**config.mk**
```make
export PLATFORM = sky130hd
export DESIGN_NAME = pipe_sched
export DESIGN_NICKNAME = d
export VERILOG_FILES = /design/src/rtl/pipe_sched.sv
export SDC_FILE = /design/constraint.sdc
export NUM_CORES = 1
export LEC_CHECK = 0
export ABC_AREA = 0
export BUFFER_PORTS_ARGS = -buffer_cell sky130_fd_sc_hd__buf_2
export CORE_ASPECT_RATIO = 2
export CORE_MARGIN = 1.5
export CORE_UTILIZATION = 56
export CTS_CLUSTER_SIZE = 10
export DETAILED_ROUTE_END_ITERATION = 7
export PLACE_DENSITY = 0.95
export SYNTH_ARGS = -nofsm -noshare
export SYNTH_HDL_FRONTEND = slang
export SYNTH_SLANG_ARGS = --single-unit
```
**constraint.sdc**
```tcl
create_clock -name cpu_clk_50M -period 5.7 [get_ports cpu_clk_50M]
set_input_delay 0.285 -clock cpu_clk_50M [delete_from_list [all_inputs] [get_ports cpu_clk_50M]]
set_output_delay 0.285 -clock cpu_clk_50M [all_outputs]
set_load 0.02 [all_outputs]
```
**src/rtl/pipe_sched.sv**
```systemverilog
// Pipeline stall/flush scheduler: merges hazard, divider and memory-wait requests with exceptions.
// Optional feature: define PIPE_DEBUG_HALT_EN to add the debug_halt freeze port.
module pipe_sched #(
    parameter int unsigned MEM_WAIT = 2,
    parameter int unsigned DIV_LAT  = 32
) (
    input  logic        cpu_clk_50M,
    input  logic        cpu_rst_n,
    input  logic        stallreq_id,
    input  logic        div_start,
    input  logic        mem_req,
    input  logic        exc_req,
    input  logic [31:0] exc_target,
    input  logic        clr_perf,
`ifdef PIPE_DEBUG_HALT_EN
    input  logic        debug_halt,
`endif
    output logic [4:0]  stall,
    output logic        flush,
    output logic        redirect_valid,
    output logic [31:0] redirect_pc,
    output logic        div_done,
    output logic        mem_ready,
    output logic [31:0] stall_cnt
);

    // state   | meaning
    // RUN     | normal operation, exceptions accepted
    // FLUSH   | pipeline being cleared, stall forced off
    // REFILL  | first fetch from the redirect target
    typedef enum logic [1:0] {
        ST_RUN    = 2'd0,
        ST_FLUSH  = 2'd1,
        ST_REFILL = 2'd2
    } state_t;

    localparam logic [5:0] MEM_WAIT_C = 6'(MEM_WAIT);
    localparam logic [5:0] DIV_LAT_C  = 6'(DIV_LAT);

    state_t      state_q, state_d;
    logic [5:0]  mem_cnt_q, mem_cnt_d;
    logic [5:0]  div_cnt_q, div_cnt_d;
    logic        flush_q, flush_d;
    logic        redirect_valid_q, redirect_valid_d;
    logic [31:0] redirect_pc_q, redirect_pc_d;
    logic        div_done_q, div_done_d;
    logic        mem_ready_q, mem_ready_d;
    logic [31:0] stall_cnt_q, stall_cnt_d;

    logic        exc_take;
    logic        halt;
    logic        mem_busy;
    logic        div_busy;
    logic [4:0]  stall_c;

    always_comb begin
        exc_take = (state_q == ST_RUN) && exc_req;
        mem_busy = (mem_cnt_q != 6'd0);
        div_busy = (div_cnt_q != 6'd0);
`ifdef PIPE_DEBUG_HALT_EN
        halt     = debug_halt && (state_q == ST_RUN) && !exc_req;
`else
        halt     = 1'b0;
`endif
    end

    // Stall priority; requests are gated off while reset is asserted.
    always_comb begin
        stall_c = 5'b00000;
        if (!cpu_rst_n) begin
            stall_c = 5'b00000;
        end else if (exc_take || (state_q == ST_FLUSH)) begin
            stall_c = 5'b00000;
        end else if (halt) begin
            stall_c = 5'b11111;
        end else if (mem_busy || (mem_req && (MEM_WAIT_C != 6'd0))) begin
            stall_c = 5'b01111;
        end else if (div_busy || div_start) begin
            stall_c = 5'b00111;
        end else if (stallreq_id) begin
            stall_c = 5'b00011;
        end
    end

    always_comb begin
        state_d = state_q;
        case (state_q)
            ST_RUN:    if (exc_req) state_d = ST_FLUSH;
            ST_FLUSH:  state_d = ST_REFILL;
            ST_REFILL: state_d = ST_RUN;
            default:   state_d = ST_RUN;
        endcase
    end

    // Wait-state and divider latency counters; an accepted exception drops them silently.
    always_comb begin
        mem_cnt_d   = mem_cnt_q;
        mem_ready_d = 1'b0;
        if (exc_take) begin
            mem_cnt_d = 6'd0;
        end else if (!halt) begin
            if (mem_busy) begin
                mem_cnt_d   = mem_cnt_q - 6'd1;
                mem_ready_d = (mem_cnt_q == 6'd1);
            end else if (mem_req) begin
                if (MEM_WAIT_C == 6'd0) begin
                    mem_ready_d = 1'b1;
                end else begin
                    mem_cnt_d = MEM_WAIT_C;
                end
            end
        end
    end

    always_comb begin
        div_cnt_d  = div_cnt_q;
        div_done_d = 1'b0;
        if (exc_take) begin
            div_cnt_d = 6'd0;
        end else if (!halt) begin
            if (div_busy) begin
                div_cnt_d  = div_cnt_q - 6'd1;
                div_done_d = (div_cnt_q == 6'd1);
            end else if (div_start) begin
                div_cnt_d = DIV_LAT_C;
            end
        end
    end

    always_comb begin
        flush_d          = exc_take;
        redirect_valid_d = exc_take;
        redirect_pc_d    = exc_take ? exc_target : redirect_pc_q;
    end

    always_comb begin
        stall_cnt_d = stall_cnt_q;
        if (clr_perf) begin
            stall_cnt_d = 32'd0;
        end else if ((stall_c != 5'b00000) && !halt && (stall_cnt_q != 32'hFFFF_FFFF)) begin
            stall_cnt_d = stall_cnt_q + 32'd1;
        end
    end

    always_ff @(posedge cpu_clk_50M or negedge cpu_rst_n) begin
        if (!cpu_rst_n) begin
            state_q          <= ST_RUN;
            mem_cnt_q        <= 6'd0;
            div_cnt_q        <= 6'd0;
            flush_q          <= 1'b0;
            redirect_valid_q <= 1'b0;
            redirect_pc_q    <= 32'd0;
            div_done_q       <= 1'b0;
            mem_ready_q      <= 1'b0;
            stall_cnt_q      <= 32'd0;
        end else begin
            state_q          <= state_d;
            mem_cnt_q        <= mem_cnt_d;
            div_cnt_q        <= div_cnt_d;
            flush_q          <= flush_d;
            redirect_valid_q <= redirect_valid_d;
            redirect_pc_q    <= redirect_pc_d;
            div_done_q       <= div_done_d;
            mem_ready_q      <= mem_ready_d;
            stall_cnt_q      <= stall_cnt_d;
        end
    end

    assign stall          = stall_c;
    assign flush          = flush_q;
    assign redirect_valid = redirect_valid_q;
    assign redirect_pc    = redirect_pc_q;
    assign div_done       = div_done_q;
    assign mem_ready      = mem_ready_q;
    assign stall_cnt      = stall_cnt_q;

endmodule

```
# After elaboration in Yosys (flattened, before gate mapping)
# Index checks and enable logic that the tools add are counted.
# classes
n_addsub	3
multipliers	0
div_mod_pow	0
n_lt_le_gt_ge	0
n_eq_ne	5
n_shift	0
mux	19
n_bitwise	0
n_reduce_logical	12
# op_table
cell	n
$mux 32	2
$mux 6	6
$add 32x1->32 const B	1
$ne 32x32->1 const B	1
$mux 5	4
$eq 6x1->1 const B	2
$reduce_bool 6->1	2
$sub 6x1->6 const B	2
$reduce_bool 3->1	2
$reduce_bool 5->1	1
$mux 1	4
$mux 2	2
$pmux 2 s2	1
$logic_or 1x1->1	3
$eq 2x1->1 const B	1
$logic_and 1x1->1	2
$logic_not 2->1	1
$ne 2x2->1 const B	1
$reduce_bool 2->1	1
# totals
reg_bits	81
latchBits	0
mem_bits_rw	0
mem_bits_ro	0
input_bits	39
output_inout_bits	73
elab_cells	47
memories	0

# Depth between registers and ports, before layout
# depth
ltp_word	10
mapped_depth	10
ltp_nobuf	8

# Worst setup path after synthesis
# Ideal clock, no wire load.
# synth_timing
path_type	reg-to-output
start	register mem_cnt_q[2]
end	output stall[1]
t_arrival_ns	1.662
required_ns	5.415
path_slack_ns	3.753
path_stages_with_launch	7
path_cell_list	dfrtp_1 or4_4 nor2_4 a31oi_1 buf_6 buf_6 buf_4
# synth_between
elab_chain_len	5
# synth_rtl
item	line	text
from (decl)	41	logic [5:0] mem_cnt_q, mem_cnt_d;
from (signal assigned)	158	mem_cnt_q <= mem_cnt_d;
$reduce_bool 6->1	58	mem_busy = (mem_cnt_q != 6'd0);
$logic_or 1x1->1	76	end else if (mem_busy || (mem_req && (MEM_WAIT_C != 6'd0))) begin
$mux 5	76	
$mux 5	72	end else if (exc_take || (state_q == ST_FLUSH)) begin
$mux 5	70	if (!cpu_rst_n) begin
to (decl)	18	output logic [4:0] stall,
# Every way passes these cells.

# Final worst setup path
# layout_timing
start	register stall_cnt_q[0] (netlist: stall_cnt[0])
end	register stall_cnt_q[21] (netlist: stall_cnt[21])
# layout_between
elab_chain_len	3
elab_cells_between_ends	6
classes_between	add/sub: 1; eq/ne: 1; mux: 2; reduce/logical: 2
# layout_rtl
item	line	text
from (decl)	48	logic [31:0] stall_cnt_q, stall_cnt_d;
from (signal assigned)	165	stall_cnt_q <= stall_cnt_d;
$add 32x1->32 / $ne 32x32->1 (equally long branches)	141, 140	
$mux 32 / $logic_and 1x1->1 (equally long branches)	140	end else if ((stall_c != 5'b00000) && !halt && (stall_cnt_q != 32'hFFFF_FFFF)) begin
$mux 32 / $reduce_bool 2->1 (equally long branches)	n/a	
# Several ways; a longest one is shown, not always the timed one. The select of a mux whose other input is x is not followed.
# A chain may end at the register's enable or synchronous reset.

==> results.md <==
* Outcome: finished clean
* Die height at 120 µm
* Max Freq at 0.401 GHz
* Mean Syn Cell Area at between 10 and 15 µm²
* Synth async-reset ratio at 100%
* #FFs+latches synth at a little over 80
* Clock sink count at 81
* Synth warn at 0
* Worst Path Max Fanout at 28
* Cell variety after synth at 40
* Rows at 42
* Worst setup path category: reg -> reg
* Starting density of the core at 58.0%
* Number of enable flip-flop cells after synthesis at 0
* Skew final at 0.00465 ns
* Hold Crit Class: in -> reg
* Most frequent cell after synthesis: dfrtp_1
* CP Launch Type: register
* Post-DP HPWL at 6010 µm
* RSZ-0062 raised after global routing: no
* Hold Path Stages at 2
* Wirelength per Cell at 15.0 µm
* Die W at 61.5 µm
* Static leakage at about 2.3 nW
* DRT antenna net count at 0
* Ys flop type: dfrtp_1
* TritonCTS clock tree: built
* Maximum vdd drop at slightly below 0.0003 V
* Core box area at 6620 µm²
* Largest net degree at the start of global routing at 82
* Clock latency on the worst-skew pair at 0.33 ns
* Net Count, Synth at 400
* CTS root buffer: clkbuf_16
* Layout cell share with drive strength beyond 1 at 36.3%
* CP required at 5.95 ns
* Final setup fails at 0
* Gr usage total at between 20% and 30%
* Reg2reg path depth at 6
* Total grt overflow at 0
* Area after DPL at roughly 4400 µm²
* Antenna Cells at 0
* Final period util at 43.7%
* Nets@finish at 507
* Vias in the first global route at 3079
* Seq. cell area at just over 2000 µm²
* Vias/cell at 5.50
* Pwr dens at 380 nW/µm²
* Longest Clk Path Bufs at 2
* Port bufs at 110
* Setup_tns at 0 ns
* Initial antenna violation count at 0
* Synth area leaders: dfrtp_1 (53%), mux2_2 (9.4%), xor2_1 (6.4%), nor2_1 (5.3%), nand4_1 (2.9%)
* Initial DRC count at about 180
* CP arrival at 2.74 ns
* GPL Wtd Cong at 0.901
* Vias at around 3000
* Max-slew violation count at 0
* Post_cts resized at 0
* Area Growth Syn to Fin at 22.6%
* Final Cell Area at 4700 µm²
* Die area at around 7400 µm²
* Post-Route WL at 8290 µm
* Post-synth top cells: dfrtp_1 (81), nor2_1 (54), mux2_2 (32)
* Htree depth at 3
* Seq/Total Area, Yosys at 52.8%
* Hold Vio Cnt, Final at 0
* TritonCTS Buffers at 9
* Fill cells at roughly 500
* Rel. slew slack at 33.4%
* Clk pin slew, worst setup/hold paths at 0.06 ns
* Worst Tran Pin Value at 0.999 ns
* Area occupied by multi-input gates at 1690 µm²
* Postcts setup bufs at 0
* Leading area contributor after synthesis: dfrtp_1
* Global-route wire length before repair at 13500 µm
* Cells after synthesis at 354
* Cell area after synthesis at between 3000 and 4000 µm²
* Post-synth top area share at 52.8%
* Max cap viols at 0
* Minimum clock period at 2.49 ns
* DR DRC count at 0
* CP Capture Type: register
* I/O pin total at between 100 and 150
* CTS Hold Bufs at 0
* DR pass1 iterations at 5
## state kept, by name, indices dropped and copies added, names as in the netlist
name	cells
redirect_pc	32
stall_cnt	32
div_cnt_q	6
mem_cnt_q	6
state_q	2
div_done	1
mem_ready	1
redirect_valid	1
## cells in the final DEF (no fill, tap or decap), drive strengths merged, types with 2 or more instances in the layout
master / instances
xor2: 28
xnor2: 4
nor3b: 2
or2: 3
buf: 113
or4: 5
nor2: 55
ha: 7
nand2b: 4
clkinv: 3
o21ai: 7
and2: 3
clkbuf: 13
a31oi: 2
nand3: 15
or3: 4
nor4: 4
mux2: 32
nor3: 7
and3: 13
a21oi: 9
nor2b: 2
inv: 7
nand2: 17
dfrtp: 81
nand4: 20
## worst max-delay path: stages, from the launching register on
cell     delay [ns]
dfrtp_1        0.39
ha_1           0.22
and4_1         0.41
nand4_2        0.61
nand4_1        0.46
o21ai_0        0.14
a21oi_1        0.17
## metrics by stage
step | hold slack, ns | util, % | setup slack, ns | std cells | power (mW)
after floorplan | -0.0106 | - | 3.75 | 354 | 1.12
after global placement | 0.475 | 66.9 | 3.40 | 538 | 1.25
after detailed placement | 0.491 | 66.9 | 3.31 | 538 | 1.27
after CTS | 0.172 | 71.0 | 3.27 | 554 | 1.81
after global routing | 0.175 | 71.0 | 2.99 | 554 | 1.89
final | 0.178 | 71.0 | 3.21 | 554 | 1.79
## cells by family (layout without fill, tap and decap cells)
kind of cell	count (synthesis)	after routing	share of synthesized area (%)
flip-flops	81	81	52.8
buffers and inverters	24	136	3.46
AND/OR/NAND/NOR	156	156	21.6
XOR/XNOR	32	32	7.30
multiplexers	32	32	9.39
AO/OA/AOI/OAI	21	21	3.03
adder cells (fa/ha/maj)	7	7	2.28
other	1	1	0.0977
## area by class of cell
class,count,share of cell area (%)
multi-input cells,249,35.9
flip-flops and latches,81,43.1
repair buffers,113,12.2
inverters,7,0.559
clock inverters,3,0.319
well taps,88,2.34
clock buffers,13,5.53
## routing by layer
metal,part of all wire [%],track usage (%)
met1,37,27.0
met2,55,41.0
met3,4.8,6.47
met4,3.1,12.5
met5,0,0
## path summary, 6_finish.rpt
check | slack, ns | from | to
setup reg to reg | 3.21 | stall_cnt[0] | stall_cnt[21]
min in group asynchronous | 0.22 | cpu_rst_n | redirect_pc[31]
hold reg to reg | 0.50 | redirect_pc[31] | redirect_pc[31]
setup / recovery | 3.21 | stall_cnt[0] | stall_cnt[21]
hold / removal | 0.18 | exc_target[10] | redirect_pc[10]
max in group asynchronous | 4.83 | cpu_rst_n | stall_cnt[26]
## report_power, final
| part | internal, mW | total [mW] | leakage [nW] | switching [mW] |
|---|---|---|---|---|
| clock | 0.316 | 0.529 | 0.139 | 0.213 |
| combinational | 0.212 | 0.502 | 1.14 | 0.291 |
| sequential | 0.680 | 0.756 | 1.04 | 0.0759 |
| total | 1.21 | 1.79 | 2.32 | 0.579 |
(Power assumes the default switching activity.)
